[config.mk]
export PLATFORM = sky130hd
export DESIGN_NAME = wb_timeout_guard
export DESIGN_NICKNAME = d
export VERILOG_FILES = /design/src/rtl/wb_guard_pkg.sv /design/src/rtl/wb_timeout_guard.sv
export SDC_FILE = /design/constraint.sdc
export NUM_CORES = 1
export LEC_CHECK = 0
export ABC_AREA = 1
export CORE_MARGIN = 2
export CORE_UTILIZATION = 44
export CTS_CLUSTER_SIZE = 12
export DETAILED_ROUTE_END_ITERATION = 10
export PLACE_DENSITY = 0.81
export SLEW_MARGIN = 20
export SYNTH_ARGS = -nofsm -noshare
export SYNTH_HDL_FRONTEND = slang
export SYNTH_SLANG_ARGS = --single-unit
[constraint.sdc]
create_clock -name wb_clk_i -period 1.92 [get_ports wb_clk_i]
set_input_delay 0.384 -clock wb_clk_i [delete_from_list [all_inputs] [get_ports wb_clk_i]]
set_output_delay 0.384 -clock wb_clk_i [all_outputs]
set_load 0.05 [all_outputs]
[src/rtl/wb_guard_pkg.sv]
// ---------------------------------------------------------------------------
// wb_guard_pkg
// Shared definitions for the Wishbone timeout guard:
//   - guard_state_e : FSM state encoding (IDLE, REQ, RESP)
//   - WB_GUARD_ERR_DATA : default read data returned when the core times out
//   - sat_inc16() : saturating 16-bit increment used by the timeout counter
// ---------------------------------------------------------------------------
package wb_guard_pkg;

   typedef enum logic [1:0] {
      IDLE = 2'd0,
      REQ  = 2'd1,
      RESP = 2'd2
   } guard_state_e;

   localparam logic [31:0] WB_GUARD_ERR_DATA = 32'hDEAD_BEEF;

   // Increment that sticks at all-ones instead of wrapping to zero.
   function automatic logic [15:0] sat_inc16(input logic [15:0] val);
      logic [15:0] res;
      if (val == 16'hFFFF) begin
         res = val;
      end else begin
         res = val + 16'd1;
      end
      return res;
   endfunction

endpackage : wb_guard_pkg

[src/rtl/wb_timeout_guard.sv]
// ---------------------------------------------------------------------------
// wb_timeout_guard
// Wishbone classic pipeline stage between an upstream bridge (s_* side) and a
// downstream core (m_* side). Each request is registered and forwarded; if
// the core does not answer within TIMEOUT_CYCLES cycles the cycle is dropped
// and the master receives an error response carrying ERR_DATA, so a hung core
// can never stall the upstream bus.
//
// Ports:
//   wb_clk_i, wb_rst_i        clock, synchronous active-high reset
//   s_adr_i/dat_i/sel_i/we_i  request from the upstream master
//   s_cyc_i, s_stb_i          upstream cycle / strobe
//   s_dat_o, s_ack_o, s_err_o response to the master (all registered)
//   m_adr_o/dat_o/sel_o/we_o  registered request to the core
//   m_cyc_o, m_stb_o          cycle / strobe to the core (registered)
//   m_dat_i, m_ack_i, m_err_i response from the core
//   timeout_o                 one-cycle pulse per timeout (during RESP)
//   err_count_o               saturating count of timeouts
//
// All outputs come straight from flops: there is no combinational path from
// s_* inputs to m_* outputs or from m_* inputs to s_* outputs.
// ---------------------------------------------------------------------------
module wb_timeout_guard
   import wb_guard_pkg::*;
#(
   parameter int unsigned          ADR_WIDTH      = 32,
   parameter int unsigned          DAT_WIDTH      = 32,
   parameter int unsigned          TIMEOUT_CYCLES = 256,
   parameter logic [DAT_WIDTH-1:0] ERR_DATA       = DAT_WIDTH'(WB_GUARD_ERR_DATA),
   parameter bit                   ACK_ON_ERR     = 1'b1
) (
   input  logic                   wb_clk_i,
   input  logic                   wb_rst_i,
   // upstream (slave) side
   input  logic [ADR_WIDTH-1:0]   s_adr_i,
   input  logic [DAT_WIDTH-1:0]   s_dat_i,
   input  logic [DAT_WIDTH/8-1:0] s_sel_i,
   input  logic                   s_we_i,
   input  logic                   s_cyc_i,
   input  logic                   s_stb_i,
   output logic [DAT_WIDTH-1:0]   s_dat_o,
   output logic                   s_ack_o,
   output logic                   s_err_o,
   // downstream (master) side
   output logic [ADR_WIDTH-1:0]   m_adr_o,
   output logic [DAT_WIDTH-1:0]   m_dat_o,
   output logic [DAT_WIDTH/8-1:0] m_sel_o,
   output logic                   m_we_o,
   output logic                   m_cyc_o,
   output logic                   m_stb_o,
   input  logic [DAT_WIDTH-1:0]   m_dat_i,
   input  logic                   m_ack_i,
   input  logic                   m_err_i,
   // diagnostics
   output logic                   timeout_o,
   output logic [15:0]            err_count_o
);

   // Counter value in the last REQ cycle before a timeout is declared.
   localparam logic [15:0] CNT_LAST = 16'(TIMEOUT_CYCLES - 1);

   guard_state_e           state_q, state_d;
   logic [ADR_WIDTH-1:0]   m_adr_q, m_adr_d;
   logic [DAT_WIDTH-1:0]   m_dat_q, m_dat_d;
   logic [DAT_WIDTH/8-1:0] m_sel_q, m_sel_d;
   logic                   m_we_q, m_we_d;
   logic                   m_cyc_q, m_cyc_d;   // drives both m_cyc_o and m_stb_o
   logic [15:0]            cnt_q, cnt_d;
   logic [DAT_WIDTH-1:0]   s_dat_q, s_dat_d;
   logic                   s_ack_q, s_ack_d;
   logic                   s_err_q, s_err_d;
   logic                   timeout_q, timeout_d;
   logic [15:0]            err_count_q, err_count_d;

   // Next-state and registered-output logic for the guard FSM.
   // The response flops are loaded on the REQ->RESP edge so that they are
   // visible for exactly the one RESP cycle, then cleared on RESP->IDLE.
   always_comb begin
      state_d     = state_q;
      m_adr_d     = m_adr_q;
      m_dat_d     = m_dat_q;
      m_sel_d     = m_sel_q;
      m_we_d      = m_we_q;
      m_cyc_d     = m_cyc_q;
      cnt_d       = cnt_q;
      s_dat_d     = s_dat_q;
      s_ack_d     = 1'b0;
      s_err_d     = 1'b0;
      timeout_d   = 1'b0;
      err_count_d = err_count_q;

      case (state_q)
         IDLE: begin
            m_cyc_d = 1'b0;
            if (s_cyc_i && s_stb_i) begin
               m_adr_d = s_adr_i;
               m_dat_d = s_dat_i;
               m_sel_d = s_sel_i;
               m_we_d  = s_we_i;
               m_cyc_d = 1'b1;
               cnt_d   = 16'd0;
               state_d = REQ;
            end else begin
               state_d = IDLE;
            end
         end

         REQ: begin
            if (!s_cyc_i) begin
               // Master abandoned the cycle: drop the core side silently.
               m_cyc_d = 1'b0;
               state_d = IDLE;
            end else if (m_ack_i || m_err_i) begin
               // Error wins when the core raises ack and err together.
               s_dat_d = m_dat_i;
               s_err_d = m_err_i;
               s_ack_d = m_err_i ? ACK_ON_ERR : 1'b1;
               m_cyc_d = 1'b0;
               state_d = RESP;
            end else if (cnt_q == CNT_LAST) begin
               s_dat_d     = ERR_DATA;
               s_err_d     = 1'b1;
               s_ack_d     = ACK_ON_ERR;
               timeout_d   = 1'b1;
               err_count_d = sat_inc16(err_count_q);
               m_cyc_d     = 1'b0;
               state_d     = RESP;
            end else begin
               cnt_d = cnt_q + 16'd1;
            end
         end

         RESP: begin
            m_cyc_d = 1'b0;
            state_d = IDLE;
         end

         default: begin
            m_cyc_d = 1'b0;
            state_d = IDLE;
         end
      endcase
   end

   // State and output registers with synchronous reset.
   always_ff @(posedge wb_clk_i) begin
      if (wb_rst_i) begin
         state_q     <= IDLE;
         m_adr_q     <= {ADR_WIDTH{1'b0}};
         m_dat_q     <= {DAT_WIDTH{1'b0}};
         m_sel_q     <= {(DAT_WIDTH/8){1'b0}};
         m_we_q      <= 1'b0;
         m_cyc_q     <= 1'b0;
         cnt_q       <= 16'd0;
         s_dat_q     <= {DAT_WIDTH{1'b0}};
         s_ack_q     <= 1'b0;
         s_err_q     <= 1'b0;
         timeout_q   <= 1'b0;
         err_count_q <= 16'd0;
      end else begin
         state_q     <= state_d;
         m_adr_q     <= m_adr_d;
         m_dat_q     <= m_dat_d;
         m_sel_q     <= m_sel_d;
         m_we_q      <= m_we_d;
         m_cyc_q     <= m_cyc_d;
         cnt_q       <= cnt_d;
         s_dat_q     <= s_dat_d;
         s_ack_q     <= s_ack_d;
         s_err_q     <= s_err_d;
         timeout_q   <= timeout_d;
         err_count_q <= err_count_d;
      end
   end

   assign m_adr_o     = m_adr_q;
   assign m_dat_o     = m_dat_q;
   assign m_sel_o     = m_sel_q;
   assign m_we_o      = m_we_q;
   assign m_cyc_o     = m_cyc_q;
   assign m_stb_o     = m_cyc_q;
   assign s_dat_o     = s_dat_q;
   assign s_ack_o     = s_ack_q;
   assign s_err_o     = s_err_q;
   assign timeout_o   = timeout_q;
   assign err_count_o = err_count_q;

endmodule : wb_timeout_guard
# ---- Word-level counts from Yosys, hierarchy flattened
# Cells that the tools add are included.
dict set report totals {
  ff_bits 139
  latch_bits 0
  ramBits 0
  romBits 0
  input_bits 107
  output_inout_bits 122
  word_cells 57
  mem_count 0
}
dict set report classes {
  n_addsub 2
  mul 0
  div 0
  magnitude_cmp 0
  eq_ne 8
  n_shift 0
  muxes 20
  bitwise 4
  n_reduce_logical 11
}
# operator n
set ops {}
lappend ops {{two-way mux 16 bit} 4}
lappend ops {{two-way mux 32 bit} 2}
lappend ops {{adder 16 x 1 -> 16 bit, second input constant} 2}
lappend ops {{one-hot mux 16 bit (2 select lines)} 1}
lappend ops {{equality test 16 bit, second input constant} 1}
lappend ops {{equality test 16 x 8 -> 1 bit, second input constant} 1}
lappend ops {{AND reduction 5 bit} 2}
lappend ops {{two-way mux 1 bit} 8}
lappend ops {{inequality test 2 bit, second input constant} 4}
lappend ops {{two-way mux 2 bit} 3}
lappend ops {{inequality test 4 bit, second input constant} 1}
lappend ops {{NOT 1 bit} 4}
lappend ops {{one-hot mux 2 bit (2 select lines)} 1}
lappend ops {{nonzero test 2 bit} 2}
lappend ops {{OR reduction 4 bit} 1}
lappend ops {{AND reduction 3 bit} 1}
lappend ops {{OR reduction 3 bit} 1}
lappend ops {{equality test 2 x 1 -> 1 bit, second input constant} 1}
lappend ops {{logical NOT 2 bit} 1}
lappend ops {{one-hot mux 1 bit (2 select lines)} 1}
lappend ops {{AND reduction 2 bit} 1}
lappend ops {{logical AND 1 bit} 1}
lappend ops {{logical OR 1 bit} 1}

# ---- Depth between registers and ports, before layout
# Gate-level depths: netlist (run 1).
dict set report logic_depth {
  depth_word 5
  depth_mapped 13
  ltp_nobuf 11
}

# ---- Worst setup path after synthesis (run 1)
# OpenSTA, ideal clock, no wires.
dict set report synth_timing {
  kind {register -> register}
  startpoint {register err_count_q[0], in the netlist err_count_o[0]}
  endpoint {register err_count_q[12], in the netlist err_count_o[12]}
  setup_time_ns 0.070
  t_arrival_ns 1.919
  required_ns 1.850
  path_slack_ns -0.069
  stages_incl_launch_ff 9
  n_path_buf 1
  synth_period_minus_slack_ns 1.989
  cell_sequence {dfxtp_1 > ha_1 > nand3_2 > nor2_4 > nand4_4 > nand3_2 > buf_6 > nand2_1 > a21oi_1}
}
dict set report synth_via {
  elab_chain_cells 3
  word_cells_on_any_way 4
  classes_between {add/sub (1); eq/ne (1); bitwise (1); reduce/logical (1)}
}
# item line
set synth_rtl {}
lappend synth_rtl {{start, declared} wb_timeout_guard.sv:73} ;# logic [15:0] err_count_q, err_count_d;
lappend synth_rtl {{start signal, assigned} wb_timeout_guard.sv:172} ;# err_count_q <= err_count_d;
lappend synth_rtl {{parallel branches: the longest is 3 deep, another holds adder 16 x 1 -> 16 bit} --}
# Parallel ways; which one is timed is not known.
# A chain may end at the register's enable or synchronous reset.

# ---- Final worst setup path (run 1)
dict set report layout_timing {
  startpoint {register cnt_q[0]}
  endpoint {register err_count_q[3], in the netlist err_count_o[3]}
}
dict set report layout_via {
  elab_chain_cells 2
}
# item line
set layout_rtl {}
lappend layout_rtl {{start, declared} wb_timeout_guard.sv:68} ;# logic [15:0] cnt_q, cnt_d;
lappend layout_rtl {{start signal, assigned} wb_timeout_guard.sv:167} ;# cnt_q <= cnt_d;
lappend layout_rtl {{equality test 16 x 8 -> 1 bit} wb_timeout_guard.sv:120} ;# end else if (cnt_q == CNT_LAST) begin
lappend layout_rtl {{AND reduction 5 bit (no line)} --}
# No other way between the ends.

==> results.yml, run 1 <==
outcome:
  status: "finished clean"
global_routing:
  gr-usage-met1_pct: 25.8
  met2_usage_pct: 39.5
  grt_pass1_wl_um: 26900
  antenna_found_initial: 0
  grtUsageTotal_pct: 23.7
  grt-ovfl-total: 0
  met3_usage_pct: 11.3
  grt_pass1_vias: 5649
  grt_max_degree: 47
  busiest_layer: "met2"
finish:
  fillers: 1124
  num-nets-final: 1159
  drive_gt1_share_pct: 11.6
  areaGrowthSynthToFinish_pct: 50.6
  diodes: 0
  final_cells: 1237
sta:
  rsz0062_at_grt: "false"
  hold_viol: 0
  max_freq_mhz: 567
  max-slew-margin-rel_pct: 64.9
  timing.hold.ws_ns: 0.453
  maxSlewViolCount: 0
  fin_crit_sh_pct: 91.8
  setup_ws_ns: 0.157
  finalCriticalPeriod_ns: 1.76
  setup_viol: 0
  worst_slew_pin_slew_ns: 0.528
  fin_skew_ns: 0.00772
floorplanning:
  row_count: 42
  die_y_um: 119
  dieArea_um2: 14200
  initial_utilization_pct: 44.6
  die-width_um: 119
  core-area_um2: 13100
  io_pins: 229
worst_hold_path:
  hp-class: "flop to flop"
place:
  dpl.hpwl_um: 11800
  place.gp.congestion: 0.926
  placed_cells: 1207
  place_ws_ns: -0.0553
  port_buffers: 228
pwr:
  p_per_area_nw_per_um2: 845
  vdd_drop_max_v: 0.000674
  p_leak_nw: 3.99
clock_tree:
  clockBufferDepth: 2
  clkTransAtPathRegs_ns: 0.06
  htreeDepth: 4
  insertion_delay_ns: 0.41
  cts_root_buf: "clkbuf_16"
  cts_setup_buffers: 0
  numCtsBuffers: 17
  clock-sinks: 139
  cts_tree: "built"
logic_synthesis:
  netlist_top_cells_area: "dfxtp_1 (48%), nor2_1 (14%), nand2_1 (9.8%)"
  yosys.area.top_type_share_pct: 47.7
  syn_avg_cell_area_um2: 7.08
  ys_ff_latch: 139
  synth_seq_area_share_pct: 47.7
  syn_nets: 933
  netlist_instances: 824
  synth_cell_types: 32
  synth_area_leader_cell: "dfxtp_1"
  yosysWarningCount: 0
  syn-cell-area_um2: 5840
setup_path:
  worstPathArrival_ns: 2.06
  critPathMaxFanout: 9
  crit_required_ns: 2.22
  path_cells: "ha_1, nand3_2, nor2_4, nand2_2, nor2_1, nand3_2, buf_4, nand2_1, a21oi_1"
  cp_slowest_cell: "dfxtp_1"
  cp_common_cell: "nand3_2"
  critical_path_buf_inv_count: 1
  end_kind: "flop"
  cp_top_family: "simple AND/OR/NAND/NOR gates"
  max_stage_delay_ns: 0.40
  start_kind: "flop"
  critPathKind: "flop to flop"
drt:
  drc_errors: 0
  wire_per_inst_um: 13.3
  vias: 5995
  drt_iter0_drc: 415
  viasPerCell: 4.85
  ant_nets: 0
  firstDrtPassIters: 4
  drt_wl_total_um: 16500
job:
  drv_cap: 0
==> metal layers <==
layer  vias to the layer above  part of all wire (%)
met3                        36                    10
met1                      2649                    39
met2                       241                    48
met4                         0                   2.8
met5                         -                     0
li1                       3069                     -
==> cell type report <==
class                   instances  area (um2)  share of cell area [%]
clock buffers                  24         482                    5.48
multi-input cells             587        2660                    30.3
inverters                      54         203                    2.31
flip-flops and latches        139        2790                    31.7
well taps                     176         220                    2.51
repair buffers                251        2350                    26.8
clock inverters                 6        88.8                    1.01
==> Yosys cell counts (all sizes together) <==
cell,number
o21a,1
nand3b,1
ha,2
nor3b,2
nand2,158
clkbuf,28
buf,16
inv,54
nand4,11
nand3,42
and2,1
xnor2,4
o21bai,1
dfxtp,139
xor2,6
nor2,220
nor3,3
o21ai,98
a21oi,37
==> state kept, by name, summed over array words and instances (netlist names) <==
| register | flops |
|---|---|
| cnt_q | 16 |
| err_count_o | 16 |
| m_adr_o | 32 |
| m_cyc_o | 1 |
| m_dat_o | 32 |
| m_sel_o | 4 |
| m_we_o | 1 |
| s_ack_o | 1 |
| s_dat_o | 32 |
| s_err_o | 1 |
| state_q | 2 |
| timeout_o | 1 |
==> worst paths after layout <==
| path | startpoint | endpoint | slack [ns] | cells after the start |
|---|---|---|---|---|
| max | cnt_q[0] | err_count_o[3] | 0.16 | 9 |
| max reg2reg | cnt_q[0] | err_count_o[3] | 0.16 | 9 |
| min reg2reg | s_dat_o[22] | s_dat_o[22] | 0.45 | 2 |
| min | s_dat_o[22] | s_dat_o[22] | 0.45 | 2 |
==> per-stage QoR <==
stage	total power, W	area [um2]	setup TNS, ns	util, %
after floorplan	0.00383	5840	0	-
after global placement	0.00436	8300	0	63.4
after detailed placement	0.00437	8300	-0.171	63.4
after CTS	0.00749	8780	0	67.1
after global routing	0.00773	8790	0	67.2
final	0.00743	8790	0	67.2
==> placed cells by master (no fill, tap or decap), drive strengths merged <==
master / instances
buf: 70
dlygate4sd2: 73
nand2: 158
nor2: 220
nand3b: 1
ha: 2
clkdlybuf4s50: 106
clkinv: 2
clkbuf: 24
bufinv: 2
nand3: 42
a21oi: 37
inv: 54
o21a: 1
dlymetal6s2s: 2
nand4: 11
xnor2: 4
xor2: 6
clkinvlp: 2
nor3b: 2
dfxtp: 139
o21ai: 98
o21bai: 1
nor3: 3
and2: 1
==> logic make-up after synthesis <==
| group | share of synthesized area, % |
|---|---|
| AND/OR/NAND/NOR | 31.2 |
| flip-flops | 47.7 |
| AO/OA/AOI/OAI | 12.2 |
| buffers and inverters | 7.05 |
| XOR/XNOR | 1.50 |
| adder cells (fa/ha/maj) | 0.429 |
==> power breakdown <==
group	internal, W	switching, W
Clock	0.00200	0.00117
Combinational	0.000448	0.000745
Sequential	0.00301	0.0000573
Total	0.00546	0.00197
==> worst reg2reg max path, stage by stage, from the launching register on <==
cell and delay (ns):
dfxtp_1 0.40, ha_1 0.22, nand3_2 0.16, nor2_4 0.18, nand2_2 0.09, nor2_1 0.15
nand3_2 0.13, buf_4 0.20, nand2_1 0.06, a21oi_1 0.06
==> what timing repair did <==
item	in CTS	in global routing
resized for setup	73	4
pin swaps	0	0
endpoints found under the setup margin	73	8
hold endpoints to repair	0	0
hold buffers	0	0
Note: power is estimated with default switching activity, not from simulation.
==> run 2, diff against run 1 <==
- SLEW_MARGIN: 20 -> 10
==> results of run 2 <==
Final layout, timing and power as in run 1 (identical DEF).
